`config.mk`:
```
export PLATFORM = sky130hd
export DESIGN_NAME = hazard_fwd_unit
export DESIGN_NICKNAME = d
export VERILOG_FILES = /design/src/rtl/hazard_fwd_unit.sv
export SDC_FILE = /design/constraint.sdc
export NUM_CORES = 1
export LEC_CHECK = 0
export CAP_MARGIN = 20
export CORE_MARGIN = 3
export CORE_UTILIZATION = 49
export CTS_CLUSTER_DIAMETER = 60
export DETAILED_ROUTE_END_ITERATION = 16
export HOLD_SLACK_MARGIN = 0.03
export PLACE_DENSITY = 0.77
export SLEW_MARGIN = 20
export SYNTH_ARGS = -nofsm -noshare
export SYNTH_HDL_FRONTEND = slang
export SYNTH_SLANG_ARGS = --single-unit
```
`constraint.sdc`:
```
create_clock -name clk -period 2.5 [get_ports clk]
set_input_delay 0.25 -clock clk [delete_from_list [all_inputs] [get_ports clk]]
set_output_delay 0.25 -clock clk [all_outputs]
set_load 0.01 [all_outputs]
```
`src/rtl/hazard_fwd_unit.sv`:
```
// Tag-only hazard and forwarding unit: tracks EX/MEM/WB destination tags
// and drives per-source forwarding selects, load-use stall and EX bubble.
module hazard_fwd_unit #(
  parameter int RW      = 4,
  parameter int NUM_SRC = 3,
  parameter int PC_REG  = 15,
  parameter int CNT_W   = 16
) (
  input  logic                 clk,
  input  logic                 reset,
  input  logic                 id_valid,
  input  logic [RW-1:0]        id_rd,
  input  logic                 id_rf_e,
  input  logic                 id_load,
  input  logic [NUM_SRC*RW-1:0] id_src,
  input  logic [NUM_SRC-1:0]   id_src_use,
  input  logic                 flush,
  input  logic                 stat_clr,
  output logic [NUM_SRC*2-1:0] fwd_sel,
  output logic                 stall,
  output logic                 nop_ex,
  output logic [CNT_W-1:0]     stall_count
);

  typedef struct packed {
    logic          we;
    logic [RW-1:0] rd;
    logic          ld;
  } slot_t;

  localparam logic [RW-1:0] PC_IDX = RW'(PC_REG);

  slot_t ex_q, mem_q, wb_q;

  logic [NUM_SRC-1:0] live;
  logic [NUM_SRC-1:0] m_ex;
  logic [NUM_SRC-1:0] m_mem;
  logic [NUM_SRC-1:0] m_wb;
  logic               issue;

  // WB load flag is carried for completeness only
  logic unused_wb_ld;
  assign unused_wb_ld = wb_q.ld;

  always_comb begin
    live    = '0;
    m_ex    = '0;
    m_mem   = '0;
    m_wb    = '0;
    fwd_sel = '0;
    for (int i = 0; i < NUM_SRC; i++) begin
      live[i]  = id_src_use[i] &&
                 (id_src[i*RW +: RW] != PC_IDX);
      m_ex[i]  = live[i] && ex_q.we &&
                 (ex_q.rd == id_src[i*RW +: RW]);
      m_mem[i] = live[i] && mem_q.we &&
                 (mem_q.rd == id_src[i*RW +: RW]);
      m_wb[i]  = live[i] && wb_q.we &&
                 (wb_q.rd == id_src[i*RW +: RW]);
      if (m_ex[i])
        fwd_sel[i*2 +: 2] = 2'b01;
      else if (m_mem[i])
        fwd_sel[i*2 +: 2] = 2'b10;
      else if (m_wb[i])
        fwd_sel[i*2 +: 2] = 2'b11;
      else
        fwd_sel[i*2 +: 2] = 2'b00;
    end
  end

  assign stall  = id_valid & ~flush & ex_q.ld & (|m_ex);
  assign nop_ex = stall | flush;
  assign issue  = id_valid & ~stall & ~flush;

  always_ff @(posedge clk or negedge reset) begin
    if (!reset) begin
      ex_q        <= '0;
      mem_q       <= '0;
      wb_q        <= '0;
      stall_count <= '0;
    end else begin
      wb_q  <= mem_q;
      mem_q <= ex_q;
      if (issue)
        ex_q <= {id_rf_e, id_rd, id_load};
      else
        ex_q <= '0;
      if (stat_clr)
        stall_count <= '0;
      else if (stall && (stall_count != '1))
        stall_count <= stall_count + 1'b1;
    end
  end

endmodule

```
==> results.cfg <==
[outcome]
outcome = finished clean

[drt]
drt.antenna.violating_nets = 0
viasPerCell = 5.769
first_iter_violations = 129
wl_per_cell_um = 15.51
drt_wl_total_um = 5026
drc_errors = 0
first_pass_iters = 4
vias = 1869

[critical_path]
r2r_cells = 6
cp.required_ps = 2700
worstPathMaxFanout = 21
crit_slowest_cell = or4_1
start_kind = register
timing.critical_path.depth = 6
crit_start = ex_q[1]$_DFF_PN0_
critical_path_class = reg2reg
rrSetupSlack_ps = 20
crit_path_end = stall_count[10]$_DFFE_PN0P_
r2r-end = stall_count[10]$_DFFE_PN0P_
path_delay_family = simple AND/OR/NAND/NOR gates
path_cells = a222oi_1, or4b_4, buf_4, and3_4, or4_1, a21oi_2
cp.arrival_ps = 2680
path_buf_inv = 1
r2r_start = ex_q[1]$_DFF_PN0_
worst_path_largest_cell_delay_ps = 540
end_kind = register

[clocking]
hold_buffers = 0
cts_tree = yes
clock_sinks = 32
cts_buffer_depth = 2
path_clk_slew_ps = 70
htree_levels = 2
insertion_delay_ps = 280
cts_made_buffers = 5
root_buffer = clkbuf_8

[timing]
rsz0062_at_grt = yes
fmax_ghz = 0.4037
hold_ws_ps = 364.3
min_period_ps = 2477
tightest_slew_ps = 776.9
setup_viol = 0
relSlewSlack = 0.4804
hold_viol_final = 0
maxSlewViolCount = 0
fin_worst_skew_ps = 9.381
min_period_over_period = 0.9907

[placed_design]
hpwl_um = 3733
dpl.cell_count = 316
gp_congestion = 0.8941
numPortBuffers = 49
place_area_um2 = 2648

[power]
clkPwrFrac = 0.343
power_density_nw_per_um2 = 387.5
finalPower_mw = 1.073
power_switching_mw = 0.2662
seq_power_share = 0.508
p_comb_frac = 0.149
leakage_nw = 1.201
vdd_drop_max_mv = 0.3344
switching_share = 0.2481
cellInternalPower_mw = 0.8068

[global_routing]
grt_pass1_vias = 1719
grt_first_pass_wirelength_um = 8211
antenna_found_initial = 0
gr-total-overflow = 0
grt_max_degree = 33
grt_use_total = 0.2365

[synthesis]
async_reset_ff_frac = 1.000
synth_top_family_by_area = simple AND/OR/NAND/NOR gates
syn_nets = 226
synth_edf_count = 0
synthMuxAreaShare = 0.02915
synth_simple_gate_area_frac = 0.2519
synth-main-ff-cell = dfrtp_1
ys_ff_latch = 32
yosys_warnings = 0
synth_cells = 199
ys_seq_area_frac = 0.4145
synth_fa_ha_area_frac = 0.006477
synth_cell_types = 39
synth_compound_area_frac = 0.1231
synth_xor_area_frac = 0.1496
netlist_area_um2 = 1932
syn_area_per_cell_um2 = 9.708

[floorplanning]
pin_count = 50
die_h_um = 68.79
start_util = 0.5160
rows = 22
core-area_um2 = 3744
die_w_um = 68.79
die-area_um2 = 4732

[finish]
syn_to_final_growth_pct = 43.33
layoutNonFillerInstCount = 324
final_cell_area_um2 = 2769
num_antenna_cells = 0
drive_gt1_frac = 0.1920
final_nets = 303

[job]
drv_cap = 0

[worst_hold_path]
hold_class = in2async
## through the flow
step | util | TNS, ps | worst slack, ps
after CTS | 0.7256 | 0 | 9.594
after global routing | 0.7396 | -14.62 | -9.090
after global placement | 0.7072 | -3835 | -263.6
after floorplan | - | 0 | 288.0
final | 0.7396 | 0 | 23.21
after detailed placement | 0.7072 | -4724 | -290.8
## final cells by class
type,instances,area (µm²)
clock inverters,1,5.005
repair buffers,76,690.7
flip-flops and latches,32,804.5
clock buffers,6,72.57
well taps,48,60.06
inverters,5,18.77
multi-input cells,156,1117
fillers,293,974.7
## what timing repair did
action | in CTS | in global routing
resized for setup | 7 | 15
buffers inserted | 0 | 1
cloned | 0 | 0
setup endpoints to repair | 6 | 13
pin swaps | 0 | 1
## how the worst min path moves through the flow
stage / startpoint / to / slack [ps] / cells past startpoint
after CTS: reset / wb_q[4]$_DFF_PN0_ / 370 / 2
after global placement: ex_q[2]$_DFF_PN0_ / mem_q[2]$_DFF_PN0_ / 470 / 0
after detailed placement: mem_q[5]$_DFF_PN0_ / wb_q[5]$_DFF_PN0_ / 480 / 0
final: reset / stall_count[1]$_DFFE_PN0P_ / 360 / 2
after floorplan: reset / ex_q[0]$_DFF_PN0_ / -50 / 0
after global routing: reset / stall_count[4]$_DFFE_PN0P_ / 420 / 2
## state kept, by name, summed over array words and instances (netlist names)
signal       flops
ex_q             6
mem_q            5
stall_count     16
wb_q             5
## synthesized netlist by cell type, drive strengths merged, types with 2 or more instances
library cell / count / area [µm²]
a21oi: 9 / 45.04
a31oi: 2 / 12.51
a41o: 2 / 20.02
and2: 6 / 37.54
and3: 6 / 42.54
clkbuf: 5 / 18.77
dfrtp: 32 / 800.8
inv: 5 / 18.76
mux2: 5 / 56.30
nand2: 12 / 45.04
nand3: 7 / 35.03
nand4: 11 / 68.82
nor2: 9 / 33.78
nor2b: 6 / 37.54
nor3: 5 / 25.02
nor3b: 4 / 30.03
nor4: 3 / 18.77
o21a: 4 / 30.03
o21ai: 2 / 10.01
o31ai: 7 / 52.55
o41ai: 3 / 26.28
or4: 8 / 60.06
xnor2: 18 / 157.7
xor2: 15 / 131.4
## power groups by stage
| stage | logic [mW] | registers [mW] | clock network (mW) |
|---|---|---|---|
| 2_1_floorplan | 0.0615 | 0.548 | 0 |
| 3_3_place_gp | 0.155 | 0.553 | 0 |
| 3_5_place_dp | 0.159 | 0.554 | 0 |
| 4_1_cts | 0.158 | 0.544 | 0.375 |
| 5_1_grt | 0.175 | 0.546 | 0.395 |
| 6_report | 0.160 | 0.545 | 0.369 |
## cells in the final DEF, fill, tap and decap left out, types with 2 or more instances in the layout
master	netlist	routed
clkdlybuf4s50_1	0	38
dlygate4sd2_1	0	6
xor2_1	15	15
and3_1	5	5
mux2_2	5	5
o31ai_1	7	7
o21ai_0	2	2
or4_4	0	3
dfrtp_1	32	29
or4_1	8	5
dlymetal6s2s_1	0	4
nor2_1	9	9
and2_1	6	6
inv_1	4	4
dfrtp_2	0	3
a41o_1	2	2
a21oi_1	9	8
o21a_1	4	4
o41ai_1	3	3
nand2_1	12	12
nor3_1	5	5
nor4_1	3	3
xnor2_1	18	18
nor3b_1	4	3
buf_4	0	27
nand4_1	11	11
nor2b_1	6	6
clkbuf_8	0	5
nand3_1	7	7
## routing by layer
layer	global-route usage	part of all wire
met1	0.3368	0.46
met2	0.3623	0.46
met3	0.05997	0.063
met4	0.05353	0.0084
met5	0	0
## cells by family (layout without fill, tap and decap cells)
logic type / after synthesis / after routing
AOI/OAI and AO/OA: 34 / 34
buffers and inverters: 11 / 88
muxes: 5 / 5
DFF: 32 / 32
and+or+nand+nor: 83 / 83
adders and majority gates: 1 / 1
xor gates and xnor gates: 33 / 33
Note: power is estimated with default switching activity, not from simulation.
